**config.mk**
```make
export PLATFORM = sky130hd
export DESIGN_NAME = incline_led_monitor
export DESIGN_NICKNAME = d
export VERILOG_FILES = /design/src/rtl/incline_mon_pkg.sv /design/src/rtl/incline_avg.sv /design/src/rtl/incline_led_monitor.sv
export SDC_FILE = /design/constraint.sdc
export NUM_CORES = 1
export LEC_CHECK = 0
export ABC_AREA = 1
export BUFFER_PORTS_ARGS = -buffer_cell sky130_fd_sc_hd__buf_2
export CORE_UTILIZATION = 65
export DETAILED_ROUTE_END_ITERATION = 10
export GPL_TIMING_DRIVEN = 0
export PLACE_DENSITY = 0.94
export SLEW_MARGIN = 20
export SYNTH_ARGS = -nofsm -noshare
export SYNTH_HDL_FRONTEND = slang
export SYNTH_SLANG_ARGS = --single-unit
```
**constraint.sdc**
```tcl
create_clock -name clk -period 18.57 [get_ports clk]
set_input_delay 2.7855 -clock clk [delete_from_list [all_inputs] [get_ports clk]]
set_output_delay 2.7855 -clock clk [all_outputs]
set_load 0.02 [all_outputs]
```
**src/rtl/incline_mon_pkg.sv**
```systemverilog
// Shared types and helpers for the incline LED monitor.
package incline_mon_pkg;

    typedef enum logic [1:0] {
        RAW = 2'd0,
        AVG = 2'd1,
        BAR = 2'd2,
        P2P = 2'd3
    } led_mode_t;

    localparam int unsigned ThermMaxW = 64;

    // Thermometer code: the n least-significant bits set; callers truncate to their width.
    function automatic logic [ThermMaxW-1:0] thermo(input int unsigned n);
        logic [ThermMaxW-1:0] t;
        t = '0;
        for (int unsigned i = 0; i < ThermMaxW; i++) begin
            t[i] = (i < n);
        end
        return t;
    endfunction

endpackage

```
**src/rtl/incline_avg.sv**
```systemverilog
// Moving average over 2^LOG_DEPTH incline samples using a circular buffer and running sum.
module incline_avg #(
    parameter int unsigned W         = 13,
    parameter int unsigned LOG_DEPTH = 3
) (
    input  logic                clk_i,
    input  logic                rst_i,
    input  logic                vld_i,
    input  logic signed [W-1:0] incline_i,
    output logic signed [W-1:0] avg_o,
    output logic                avg_vld_o
);

    localparam int unsigned Depth = 1 << LOG_DEPTH;
    localparam int unsigned SumW  = W + LOG_DEPTH;
    localparam logic [LOG_DEPTH:0] FillFull = (LOG_DEPTH + 1)'(Depth);

    logic signed [W-1:0]    samp_q [Depth];
    logic [LOG_DEPTH-1:0]   wptr_q, wptr_d;
    logic [LOG_DEPTH:0]     fill_q, fill_d;
    logic signed [SumW-1:0] sum_q, sum_d;
    logic signed [W-1:0]    avg_q, avg_d;
    logic                   avg_vld_q, avg_vld_d;

    // Next-state: swap the oldest sample out of the sum and publish the new average.
    always_comb begin
        sum_d     = sum_q;
        wptr_d    = wptr_q;
        fill_d    = fill_q;
        avg_d     = avg_q;
        avg_vld_d = 1'b0;
        if (vld_i) begin
            sum_d  = sum_q + SumW'(incline_i) - SumW'(samp_q[wptr_q]);
            wptr_d = wptr_q + LOG_DEPTH'(1);
            if (fill_q != FillFull) begin
                fill_d = fill_q + (LOG_DEPTH + 1)'(1);
            end
            avg_d     = W'(sum_d >>> LOG_DEPTH);
            // Average tracks the partial sum, but is only flagged valid once the window is full.
            avg_vld_d = (fill_d == FillFull);
        end
    end

    // State registers and sample buffer.
    always_ff @(posedge clk_i or posedge rst_i) begin
        if (rst_i) begin
            for (int unsigned i = 0; i < Depth; i++) begin
                samp_q[i] <= '0;
            end
            wptr_q    <= '0;
            fill_q    <= '0;
            sum_q     <= '0;
            avg_q     <= '0;
            avg_vld_q <= 1'b0;
        end else begin
            if (vld_i) begin
                samp_q[wptr_q] <= incline_i;
            end
            wptr_q    <= wptr_d;
            fill_q    <= fill_d;
            sum_q     <= sum_d;
            avg_q     <= avg_d;
            avg_vld_q <= avg_vld_d;
        end
    end

    assign avg_o     = avg_q;
    assign avg_vld_o = avg_vld_q;

endmodule

```
**src/rtl/incline_led_monitor.sv**
```systemverilog
// Incline monitor: moving average, peak hold, four-mode LED bank and stale-data watchdog.
module incline_led_monitor
    import incline_mon_pkg::*;
#(
    parameter int unsigned W         = 13,
    parameter int unsigned LOG_DEPTH = 3,
    parameter int unsigned NLED      = 8,
    parameter int unsigned BAR_SHIFT = 5,
    parameter int unsigned TIMEOUT   = 50_000_000
) (
    input  logic                clk,
    input  logic                rst,
    input  logic                vld,
    input  logic signed [W-1:0] incline,
    input  logic [1:0]          mode,
    input  logic                clr_pk,
    output logic signed [W-1:0] avg,
    output logic                avg_vld,
    output logic                stale,
    output logic [NLED-1:0]     LED
);

    localparam int unsigned CntW = (TIMEOUT > 1) ? $clog2(TIMEOUT) : 1;
    localparam logic [CntW-1:0] CntLast = CntW'(TIMEOUT - 1);

    logic signed [W-1:0] avg_w;
    logic                avg_vld_w;

    incline_avg #(
        .W         (W),
        .LOG_DEPTH (LOG_DEPTH)
    ) u_avg (
        .clk_i     (clk),
        .rst_i     (rst),
        .vld_i     (vld),
        .incline_i (incline),
        .avg_o     (avg_w),
        .avg_vld_o (avg_vld_w)
    );

    led_mode_t           mode_e;
    logic signed [W-1:0] min_q, min_d, max_q, max_d;
    logic                pk_valid_q, pk_valid_d;
    logic [NLED-1:0]     led_q, led_d;
    logic [CntW-1:0]     cnt_q, cnt_d;
    logic                stale_q, stale_d;
    logic                blink_q, blink_d;

    logic [W:0]          pk_diff;
    logic [NLED-1:0]     led_p2p;
    logic [W-1:0]        avg_abs;
    logic [W-1:0]        bar_n;
    logic [W-1:0]        bar_cnt;
    logic [NLED-1:0]     led_bar;
    logic                upd;
    logic                unused_diff_lsb;

    assign mode_e = led_mode_t'(mode);

    // Peak hold: a clear is applied first so a coincident sample reloads the window.
    always_comb begin
        min_d      = min_q;
        max_d      = max_q;
        pk_valid_d = pk_valid_q;
        if (clr_pk) begin
            pk_valid_d = 1'b0;
            min_d      = '0;
            max_d      = '0;
        end
        if (vld) begin
            if (!pk_valid_d) begin
                min_d = incline;
                max_d = incline;
            end else begin
                if (incline < min_d) min_d = incline;
                if (incline > max_d) max_d = incline;
            end
            pk_valid_d = 1'b1;
        end
    end

    // Derived LED patterns for P2P (peak-to-peak span) and BAR (thermometer of |avg|).
    always_comb begin
        pk_diff = (W + 1)'(max_d) - (W + 1)'(min_d);
        led_p2p = (|pk_diff[W:NLED+1]) ? '1 : pk_diff[NLED:1];
        if (avg_w[W-1] && !(|avg_w[W-2:0])) begin
            avg_abs = {1'b0, {(W-1){1'b1}}};
        end else if (avg_w[W-1]) begin
            avg_abs = -avg_w;
        end else begin
            avg_abs = avg_w;
        end
        bar_n   = avg_abs >> BAR_SHIFT;
        bar_cnt = (bar_n > W'(NLED)) ? W'(NLED) : bar_n;
        led_bar = NLED'(thermo(32'(bar_cnt)));
    end

    assign unused_diff_lsb = pk_diff[0];

    // LED register: each mode updates on its own event and holds otherwise.
    always_comb begin
        led_d = led_q;
        upd   = 1'b0;
        unique case (mode_e)
            RAW: if (vld) begin
                upd   = 1'b1;
                led_d = incline[NLED:1];
            end
            AVG: if (avg_vld_w) begin
                upd   = 1'b1;
                led_d = avg_w[NLED:1];
            end
            BAR: if (avg_vld_w) begin
                upd   = 1'b1;
                led_d = led_bar;
            end
            P2P: if (vld && pk_valid_d) begin
                upd   = 1'b1;
                led_d = led_p2p;
            end
            default: ;
        endcase
        // A sample ending a stale period blanks the LEDs unless it refreshes them.
        if (vld && stale_q && !upd) begin
            led_d = '0;
        end
    end

    // Watchdog: count idle cycles, flag stale and toggle blink every TIMEOUT cycles.
    always_comb begin
        cnt_d   = cnt_q;
        stale_d = stale_q;
        blink_d = blink_q;
        if (vld) begin
            cnt_d   = '0;
            stale_d = 1'b0;
            blink_d = 1'b0;
        end else if (cnt_q == CntLast) begin
            cnt_d   = '0;
            stale_d = 1'b1;
            blink_d = ~blink_q;
        end else begin
            cnt_d = cnt_q + CntW'(1);
        end
    end

    // State registers for peak hold, LED and watchdog.
    always_ff @(posedge clk or posedge rst) begin
        if (rst) begin
            min_q      <= '0;
            max_q      <= '0;
            pk_valid_q <= 1'b0;
            led_q      <= '0;
            cnt_q      <= '0;
            stale_q    <= 1'b0;
            blink_q    <= 1'b0;
        end else begin
            min_q      <= min_d;
            max_q      <= max_d;
            pk_valid_q <= pk_valid_d;
            led_q      <= led_d;
            cnt_q      <= cnt_d;
            stale_q    <= stale_d;
            blink_q    <= blink_d;
        end
    end

    assign avg     = avg_w;
    assign avg_vld = avg_vld_w;
    assign stale   = stale_q;
    assign LED     = stale_q ? {NLED{blink_q}} : led_q;

endmodule

```
==> results of run 1 <==
==> power by group through the flow <==
stage | Combinational [W] | Sequential [W] | Clock (W)
after floorplan | 0.000966 | 0.000630 | 0
after global placement | 0.00120 | 0.000659 | 0
after detailed placement | 0.00126 | 0.000663 | 0
after CTS | 0.00129 | 0.000660 | 0.000369
after global routing | 0.00145 | 0.000679 | 0.000388
final | 0.00133 | 0.000666 | 0.000374
==> final cells by class <==
class                           instances  area [um^2]  area share [%]
Sequential cell                       191         4780           37.87
Clock buffer                           21        450.4           3.569
Tap cell                              225        281.5           2.230
Clock inverter                         11        130.1           1.031
Buffer                                 62        285.3           2.260
Multi-Input combinational cell       1002         5738           45.46
Timing Repair Buffer                   42        232.7           1.844
Inverter                              191        724.4           5.739
==> worst min path at each step <==
stage / startpoint / to / slack [ns]
after floorplan: cnt_q[0] / cnt_q[0] / 0.43
after global placement: pk_valid_q / pk_valid_q / 0.45
after detailed placement: cnt_q[0] / cnt_q[0] / 0.46
after CTS: cnt_q[0] / cnt_q[0] / 0.47
after global routing: u_avg.samp_q[48] / u_avg.samp_q[48] / 0.50
final: cnt_q[0] / cnt_q[0] / 0.47
==> worst max-delay path, delay by kind of cell <==
family	cells	cell delay (ns)
AO/OA/AOI/OAI	4	0.64
XOR/XNOR	1	0.16
adder cells (fa/ha/maj)	2	0.78
AND/OR/NAND/NOR	19	1.96
buffers and inverters	9	1.44
==> cell families after synthesis <==
group / after synthesis
compound gates: 356
buf+inv: 253
fa+ha+maj: 79
xor+xnor: 26
simple gates: 541
flops: 191
==> placed cells by master, fill, tap and decap left out, types with 9 or more instances in the layout <==
cell type	Yosys	routed
sky130_fd_sc_hd__ha_1	63	63
sky130_fd_sc_hd__nand4_1	15	15
sky130_fd_sc_hd__dfrtp_1	191	191
sky130_fd_sc_hd__clkinv_1	10	10
sky130_fd_sc_hd__nor3_1	24	24
sky130_fd_sc_hd__xor2_1	21	21
sky130_fd_sc_hd__nor2_1	75	75
sky130_fd_sc_hd__buf_4	13	13
sky130_fd_sc_hd__inv_1	169	168
sky130_fd_sc_hd__nand2_2	12	12
sky130_fd_sc_hd__clkbuf_1	44	47
sky130_fd_sc_hd__inv_2	12	12
sky130_fd_sc_hd__a21oi_1	71	71
sky130_fd_sc_hd__clkbuf_16	0	17
sky130_fd_sc_hd__nand3_1	38	38
sky130_fd_sc_hd__buf_2	2	43
sky130_fd_sc_hd__o2111ai_1	13	13
sky130_fd_sc_hd__o211ai_1	13	13
sky130_fd_sc_hd__fa_1	16	16
sky130_fd_sc_hd__nand2_1	339	339
sky130_fd_sc_hd__nor2_2	9	9
sky130_fd_sc_hd__o21ai_0	193	193
sky130_fd_sc_hd__o21a_1	29	29
==> through the flow <==
step	setup slack [ns]	instance area (um^2)	std cells	total power, W
6_report	11.15	12620	1745	0.002365
5_1_grt	10.69	12620	1745	0.002521
4_1_cts	11.25	12620	1745	0.002320
3_5_place_dp	10.89	12040	1713	0.001927
3_3_place_gp	8.735	12010	1712	0.001856
2_1_floorplan	10.59	11520	1446	0.001597
==> synth_stat cells (15+ instances only) <==
library cell                 n  area (um^2)
sky130_fd_sc_hd__o21ai_0   193        965.9
sky130_fd_sc_hd__o21a_1     29        217.7
sky130_fd_sc_hd__nand4_1    15        93.84
sky130_fd_sc_hd__nor3_1     24        120.1
sky130_fd_sc_hd__nand2_1   339         1272
sky130_fd_sc_hd__clkbuf_1   44        165.2
sky130_fd_sc_hd__xor2_1     21        183.9
sky130_fd_sc_hd__nand3_1    38        190.2
sky130_fd_sc_hd__dfrtp_1   191         4780
sky130_fd_sc_hd__a21oi_1    71        355.3
sky130_fd_sc_hd__nor2_1     75        281.5
sky130_fd_sc_hd__fa_1       16        320.3
sky130_fd_sc_hd__ha_1       63        788.3
sky130_fd_sc_hd__inv_1     169        634.4
==> registers in the layout, indices dropped and copies added, names as in the netlist, 3 cells and up <==
signal / count
u_avg.samp_q: 104
cnt_q: 26
max_q: 13
min_q: 13
u_avg.avg_o: 13
led_q: 8
u_avg.fill_q: 4
u_avg.sum_q: 3
u_avg.wptr_q: 3
==> routing by layer <==
metal	vias up	global-route usage, %
met2	596	59.46
met1	5015	46.20
met5	-	0
met3	154	8.559
li1	4868	-
met4	0	22.28
==> results.yml, run 1 <==
outcome:
  status: "finished clean"
hold_path:
  hold_class: "register to register"
  hold_depth: 1
power_and_ir_drop:
  static-leakage-power_nw: 6.166
  vdd_ir_drop_max_uv: 115.8
  power.share.clock_pct: 15.8
  powerDensity_nw_per_um2: 187.4
  sequential_fraction_of_design_power_pct: 28.2
  power_switching_w: 0.001121
  combinationalPowerShare_pct: 56.0
  switch_share_pct: 47.38
  internal_power_w: 0.001245
timing:
  rsz_0062_raised_after_global_routing: "false"
  period_share_pct: 39.98
  pin_slew_with_the_least_headroom_to_its_limit_ns: 0.6982
  worst_hold_slack_ns: 0.4744
  max_freq_ghz: 0.1347
  final-max-slew-violation-count: 0
  layout_min_cycle_time_ns: 7.425
  report.final.hold_viol_count: 0
  clock-skew-final_ns: 0.01228
  setup_viol_count_final: 0
  finalSetupTns_ns: 0
  max_slew_margin_pct: 53.46
yosys:
  mappedNetlistArea_um2: 11520
  synth_sequential_area_ratio_pct: 41.49
  count_of_unique_library_cells_instantiated_by_yosys: 56
  synthSimpleGateAreaFrac_pct: 20.46
  synth-seq-cells: 191
  synth_compound_area_share_pct: 17.68
  synthCells: 1446
  synth.mux.area_fraction_pct: 0
  synth_edf_count: 0
  postSynthNetCount: 1544
  share_of_the_synthesized_netlist_area_taken_by_xor_and_xnor_gates_pct: 2.042
  synth-main-ff-cell: "sky130_fd_sc_hd__dfrtp_1"
  async_reset_ff_share_pct: 100.0
  synth-warning-count: 0
  synth_area_per_cell_um2: 7.967
  synth_top_family_by_area: "simple AND/OR/NAND/NOR gates"
  synth_adder_area_share_pct: 9.623
route:
  highest_layer: "met4"
  first_drt_pass_iteration_count: 6
  vias: 10630
  routed_wl_um: 32600
  route.antenna.remaining_nets: 0
  drt_drc_violations_left: 0
  wirelength_met1_um: 12600
  dr_wl_met2_um: 15150
  drt-initial-drc-count: 1206
  viasPerCell: 6.093
  met3_length_um: 2998
  routed_wl_per_cell_um: 18.68
placement:
  detailedPlacementHpwl_um: 22700
  port-buffer-count: 41
  gp_congestion: 1.009
floorplan:
  die_x_um: 135.1
  row_count: 48
  die-area_um2: 18260
  starting_utilization_of_the_core_area_pct: 66.60
  core_area_um2: 17300
  ioPinCount: 42
  die_h_um: 135.1
global_routing:
  globalRouteOverflowTotal: 0
  antenna_found_initial: 0
  grt_util_all_layers_pct: 37.24
  grt_first_pass_wirelength_um: 51830
  pin_count_of_the_biggest_net_entering_global_routing: 111
  number_of_global_route_vias_before_repair: 10330
setup_path:
  cpMaxStageDelayCell: "sky130_fd_sc_hd__clkbuf_1"
  crit_path_max_fanout: 10
  path_class: "input port to register"
  critPathLaunch: "clr_pk"
  worstSetupEndpointType: "register"
  max_stage_delay_ns: 0.42
  crit-reg2reg-launch: "u_avg.wptr_q[0]"
  r2r_end: "u_avg.avg_o[11]"
  crit_required_ns: 18.91
  reg2reg_depth: 22
  setup.worst_path.start_class: "input port"
  reg2reg_slack_ns: 13.82
  worst-endpoint-arrival_ns: 7.77
  last_element_of_the_critical_path: "led_q[5]"
  worst_path_most_repeated_cell: "sky130_fd_sc_hd__nand2_1"
clock_network:
  clk_path_buf_depth: 2
  cts_setup_buffers: 0
  ctsHtreeMaxLevel: 4
  post_cts_resize_count: 0
  cts_clk_pin_slew_worst_paths_ns: 0.07
  ctsHoldBuffers: 0
  worst_skew_pair.late_latency_ns: 0.46
  tritoncts: "done"
  cts_inserted_buffers: 17
  clk_sinks: 191
  clk_root_buffer_cell: "sky130_fd_sc_hd__clkbuf_16"
cells_and_area:
  flow.area_growth_from_synthesis_pct: 9.569
  share_of_cells_above_drive_strength_1_pct: 9.276
  nNetsFinal: 1605
  n_antenna_cell: 0
  final_design_utilization_pct: 72.97
  fillerInstances: 1277
job:
  max-cap-violations: 0
(Power assumes the default switching activity.)
==> run 2: changes to the inputs <==
CORE_UTILIZATION = 57   (was 65)
PLACE_DENSITY = 0.88   (was 0.94)
clock period = 6.45 ns   (was 18.57 ns; I/O delays follow)
==> run 2 against run 1 <==
Register-to-register slack lost 12 ns. Die area rose by 14%. Combinational power increased to 2.8 times the previous value. Flip-flop and latch count is the same. Core utilization fell by 8.7 points. Count of clock-buffer cells in the layout fell by 2. Clock skew is 0.0017 ns higher. Critical path depth stayed put. Via count is 2.9% lower. Sequential power rose to 2.9 times the previous value. Critical path type unchanged. Largest power group unchanged.
==> results.yml, run 2 (synthesis gave the netlist of run 1 again) <==
outcome:
  status: "finished clean"
cells_and_area:
  final_common_cell: "sky130_fd_sc_hd__nand2_1"
  share_of_cells_above_drive_strength_1_pct: 9.408
  finish.instance_area_um2: 12640
  register_bank_with_the_most_flops: "u_avg.samp_q"
  n_antenna_cell: 0
  fillerInstances: 1642
  most-common-layout-cells: "sky130_fd_sc_hd__nand2_1 (339), sky130_fd_sc_hd__o21ai_0 (193), sky130_fd_sc_hd__dfrtp_1 (191), sky130_fd_sc_hd__inv_1 (168), sky130_fd_sc_hd__nor2_1 (75)"
  largest_register_ff_count: 104
  nNetsFinal: 1605
  flow.area_growth_from_synthesis_pct: 9.742
  registers_with_the_most_flip_flops: "u_avg.samp_q: 104 flops, cnt_q: 26 flops"
global_routing:
  pin_count_of_the_biggest_net_entering_global_routing: 104
  antenna_found_initial: 0
  globalRouteOverflowTotal: 0
  global_route.usage.met2_pct: 51.00
  grt_use_met1_pct: 40.85
  grt_util_all_layers_pct: 31.84
  number_of_global_route_vias_before_repair: 9729
  groute.layer.met3.usage_pct: 7.020
  most_crowded_layer_gr: "met2"
  grt_first_pass_wirelength_um: 49870
floorplan:
  die-area_um2: 20780
  die_h_um: 144.2
  core_area_um2: 19650
  starting_utilization_of_the_core_area_pct: 58.61
  row_count: 51
  die_x_um: 144.2
  ioPinCount: 42
clock_network:
  cts_setup_buffers: 0
  clk_sinks: 191
  clk_path_buf_depth: 2
  post_cts_resize_count: 0
  tritoncts: "done"
  clk_root_buffer_cell: "sky130_fd_sc_hd__clkbuf_16"
  ctsHoldBuffers: 0
  worst_skew_pair.late_latency_ns: 0.44
  ctsHtreeMaxLevel: 4
  cts_clk_pin_slew_worst_paths_ns: 0.08
  cts_inserted_buffers: 17
setup_path:
  worstSetupEndpointType: "register"
  path_class: "input port to register"
  crit_path_max_fanout: 10
  worst_path_most_repeated_cell: "sky130_fd_sc_hd__nand2_1"
  setup.worst_path.start_class: "input port"
  max_stage_delay_ns: 0.43
  cpMaxStageDelayCell: "sky130_fd_sc_hd__fa_1"
  crit_required_ns: 6.78
  worst-endpoint-arrival_ns: 5.99
timing:
  finalSetupTns_ns: 0
  rsz_0062_raised_after_global_routing: "false"
  period_share_pct: 87.74
  max_slew_margin_pct: 55.73
  worst_hold_slack_ns: 0.4649
  final-max-slew-violation-count: 0
  pin_slew_with_the_least_headroom_to_its_limit_ns: 0.6599
  layout_min_cycle_time_ns: 5.659
  setup_viol_count_final: 0
  max_freq_ghz: 0.1767
  report.final.hold_viol_count: 0
  clock-skew-final_ns: 0.01402
  post-route-worst-setup-slack_ns: 0.7910
route:
  first_drt_pass_iteration_count: 6
  route.antenna.remaining_nets: 0
  vias: 10320
  routed_wl_um: 31080
  drt_drc_violations_left: 0
  viasPerCell: 5.783
  drt-initial-drc-count: 954
  routed_wl_per_cell_um: 17.41
placement:
  port-buffer-count: 41
  gp_congestion: 0.9833
  detailedPlacementHpwl_um: 22480
  post-place-ws_ns: 0.5493
  place_area_um2: 12090
power_and_ir_drop:
  static-leakage-power_nw: 6.141
  powerDensity_nw_per_um2: 523.9
  vdd_ir_drop_max_uv: 334.9
hold_path:
  hold_class: "register to register"
job:
  max-cap-violations: 0
## run 2: changes by cell type in the layout (fill, tap and decap cells not counted)
| cell | delta |
|---|---|
| sky130_fd_sc_hd__clkbuf_1 | -2 |
| sky130_fd_sc_hd__inv_6 | -3 |
| sky130_fd_sc_hd__inv_8 | +3 |
| sky130_fd_sc_hd__clkinvlp_4 | +4 |
| sky130_fd_sc_hd__bufinv_16 | -2 |
## run 2: per-layer routing
layer / wire length (um) / up-vias
met5: 0 / -
met3: 2771 / 117
met2: 14340 / 511
met4: 1468 / 0
li1: - / 4863
met1: 12500 / 4832
## run 2: critical path, delay by kind of cell
| kind | cells | cell delay, ns |
|---|---|---|
| and+or+nand+nor | 19 | 1.98 |
| xor gates and xnor gates | 1 | 0.15 |
| adders and majority gates | 2 | 0.79 |
| buffers and inverters | 9 | 1.39 |
| AOI/OAI and AO/OA | 4 | 0.71 |
## run 2: cell type report
class                           instances  area (um^2)  area share [%]
Timing Repair Buffer                   42        232.7           1.841
Clock buffer                           19        442.9           3.504
Buffer                                 62        285.3           2.257
Tap cell                              265        331.6           2.623
Multi-Input combinational cell       1002         5738           45.39
Inverter                              191        724.4           5.730
Clock inverter                         13        107.6          0.8511
Sequential cell                       191         4780           37.81
## run 2: path summary, 6_finish.rpt
kind,start,endpoint,slack [ns],cells past startpoint
max,clr_pk,led_q[3],0.79,35
min,cnt_q[0],cnt_q[0],0.46,1
max reg2reg,u_avg.wptr_q[0],u_avg.avg_o[11],1.73,22
min reg2reg,cnt_q[0],cnt_q[0],0.46,1
max in group asynchronous,rst,u_avg.avg_o[9],4.94,3
min in group asynchronous,rst,u_avg.samp_q[99],0.59,2
## run 2: power breakdown
part	internal (W)	switching [W]	total, W
sequential	0.00162	0.000294	0.00192
combinational	0.00137	0.00233	0.00370
clock	0.000512	0.000496	0.00101
## run 2: metrics by stage
stage                     power, W  cells  utilization (%)
after floorplan           0.004597   1446                -
after global placement    0.005355   1752            61.34
after detailed placement  0.005522   1753            61.52
after CTS                 0.006565   1785            64.32
after global routing      0.007193   1785            64.32
final                     0.006623   1785            64.32
==> run 3: changes to the inputs <==
CAP_MARGIN = 20   (was default)
CORE_UTILIZATION = 45   (was 57)
PLACE_DENSITY = 0.74   (was 0.88)
==> run 3 against run 2 <==
Count of clock-buffer cells in the layout down 2. Combinational power barely moved. Register-to-register slack barely moved. Critical path type unchanged. Flip-flop and latch count unchanged. Sequential share of layout area shrank 0.32 points. Setup slack worse by 0.079 ns. Highest routed layer unchanged. Final cell count is 3.6% higher. Worst hold slack better by 0.0029 ns.
==> results.yml, run 3 (synthesis gave the netlist of run 1 again) <==
route:
  routed_wl_um: 31560
  first_drt_pass_iteration_count: 6
  viasPerCell: 5.493
  drt_drc_violations_left: 0
  routed_wl_per_cell_um: 17.06
  drt-initial-drc-count: 962
  vias: 10160
  route.antenna.remaining_nets: 0
floorplan:
  die-area_um2: 26240
  row_count: 58
  die_x_um: 162
  ioPinCount: 42
  die_h_um: 162
  core_area_um2: 25180
  starting_utilization_of_the_core_area_pct: 45.75
timing:
  report.final.hold_viol_count: 0
  final-max-slew-violation-count: 0
  max_freq_ghz: 0.1743
  clock-skew-final_ns: 0.01224
  period_share_pct: 88.96
  setup_viol_count_final: 0
  layout_min_cycle_time_ns: 5.738
  finalSetupTns_ns: 0
  rsz_0062_raised_after_global_routing: "false"
  pin_slew_with_the_least_headroom_to_its_limit_ns: 0.6954
  worst_hold_slack_ns: 0.4678
  max_slew_margin_pct: 53.64
setup_path:
  crit_path_max_fanout: 10
  path_class: "input port to register"
  worst-endpoint-arrival_ns: 6.07
  cpMaxStageDelayCell: "sky130_fd_sc_hd__clkbuf_1"
  setup.worst_path.start_class: "input port"
  reg2reg_slack_ns: 1.72
  worstSetupEndpointType: "register"
  max_stage_delay_ns: 0.42
  crit_required_ns: 6.78
  worst_path_most_repeated_cell: "sky130_fd_sc_hd__nand2_1"
clock_network:
  tritoncts: "done"
  clk_root_buffer_cell: "sky130_fd_sc_hd__clkbuf_16"
  cts_inserted_buffers: 17
  ctsHoldBuffers: 0
  ctsHtreeMaxLevel: 4
  worst_skew_pair.late_latency_ns: 0.44
  clk_path_buf_depth: 2
  cts_setup_buffers: 0
  clk_sinks: 191
  post_cts_resize_count: 0
  cts_clk_pin_slew_worst_paths_ns: 0.08
cells_and_area:
  final_common_cell: "sky130_fd_sc_hd__nand2_1"
  flow.area_growth_from_synthesis_pct: 10.67
  n_antenna_cell: 0
  share_of_cells_above_drive_strength_1_pct: 9.474
  fillerInstances: 2369
  nNetsFinal: 1605
  register_bank_with_the_most_flops: "u_avg.samp_q"
  registers_with_the_most_flip_flops: "u_avg.samp_q: 104 flops, cnt_q: 26 flops"
  layout.area.seq_um2: 4780
  finalNonFillerCells: 1850
  largest_register_ff_count: 104
  most-common-layout-cells: "sky130_fd_sc_hd__nand2_1 (339), sky130_fd_sc_hd__o21ai_0 (193), sky130_fd_sc_hd__dfrtp_1 (191), sky130_fd_sc_hd__inv_1 (168), sky130_fd_sc_hd__nor2_1 (75)"
  multiInputGateArea_um2: 5738
placement:
  gp_congestion: 0.9745
  port-buffer-count: 41
  detailedPlacementHpwl_um: 23030
  dp_cells: 1818
global_routing:
  antenna_found_initial: 0
  globalRouteOverflowTotal: 0
  grt_first_pass_wirelength_um: 50850
  number_of_global_route_vias_before_repair: 9752
  grt_util_all_layers_pct: 25.04
  pin_count_of_the_biggest_net_entering_global_routing: 101
power_and_ir_drop:
  static-leakage-power_nw: 6.158
  powerDensity_nw_per_um2: 522.1
  vdd_ir_drop_max_uv: 353.2
hold_path:
  hold_class: "register to register"
job:
  max-cap-violations: 0
outcome:
  status: "finished clean"
-- run 3: critical path: cells and delay by family --
| family | cells | cell delay, ns |
|---|---|---|
| adder cells (fa/ha/maj) | 2 | 0.78 |
| AND/OR/NAND/NOR | 19 | 2.01 |
| AO/OA/AOI/OAI | 4 | 0.76 |
| buffers and inverters | 9 | 1.40 |
| XOR/XNOR | 1 | 0.15 |
-- run 3: stage by stage --
step,instance area (um^2),utilization (%),setup slack [ns],total power (W)
after CTS,12750,50.63,0.8969,0.006614
after detailed placement,12170,48.34,0.4343,0.005549
final,12750,50.63,0.7119,0.006656
after floorplan,11520,-,0.2837,0.004597
after global placement,12140,48.20,-1.843,0.005402
after global routing,12750,50.63,0.3043,0.007187
-- run 3: cell type report --
type,count,share of cell area (%)
inverters,191,5.683
plain buffers,62,2.238
multi-input cells,1002,45.01
well taps,330,3.239
clock inverters,15,1.178
repair buffers,42,1.825
flip-flops and latches,191,37.49
clock buffers,17,3.337
-- run 3: final timing paths --
| kind | from | end | cells past startpoint |
|---|---|---|---|
| hold reg to reg | cnt_q[0] | cnt_q[0] | 1 |
| hold / removal | cnt_q[0] | cnt_q[0] | 1 |
| min in group asynchronous | rst | u_avg.samp_q[100] | 2 |
| setup reg to reg | max_q[12] | led_q[2] | 32 |
| setup / recovery | clr_pk | led_q[2] | 35 |
| max in group asynchronous | rst | stale | 3 |
-- run 3: report_power, final --
part | internal, W | leakage, nW | switching [W]
clock network | 0.000514 | 0.274 | 0.000527
registers | 0.00162 | 2.41 | 0.000289
logic | 0.00137 | 3.48 | 0.00233
total | 0.00351 | 6.16 | 0.00315
-- run 3: routing by layer --
metal | track usage [%] | wire length [um]
met1 | 32.93 | 13760
met2 | 40.32 | 14610
met3 | 4.213 | 1879
met4 | 11.71 | 1320
met5 | 0 | 0
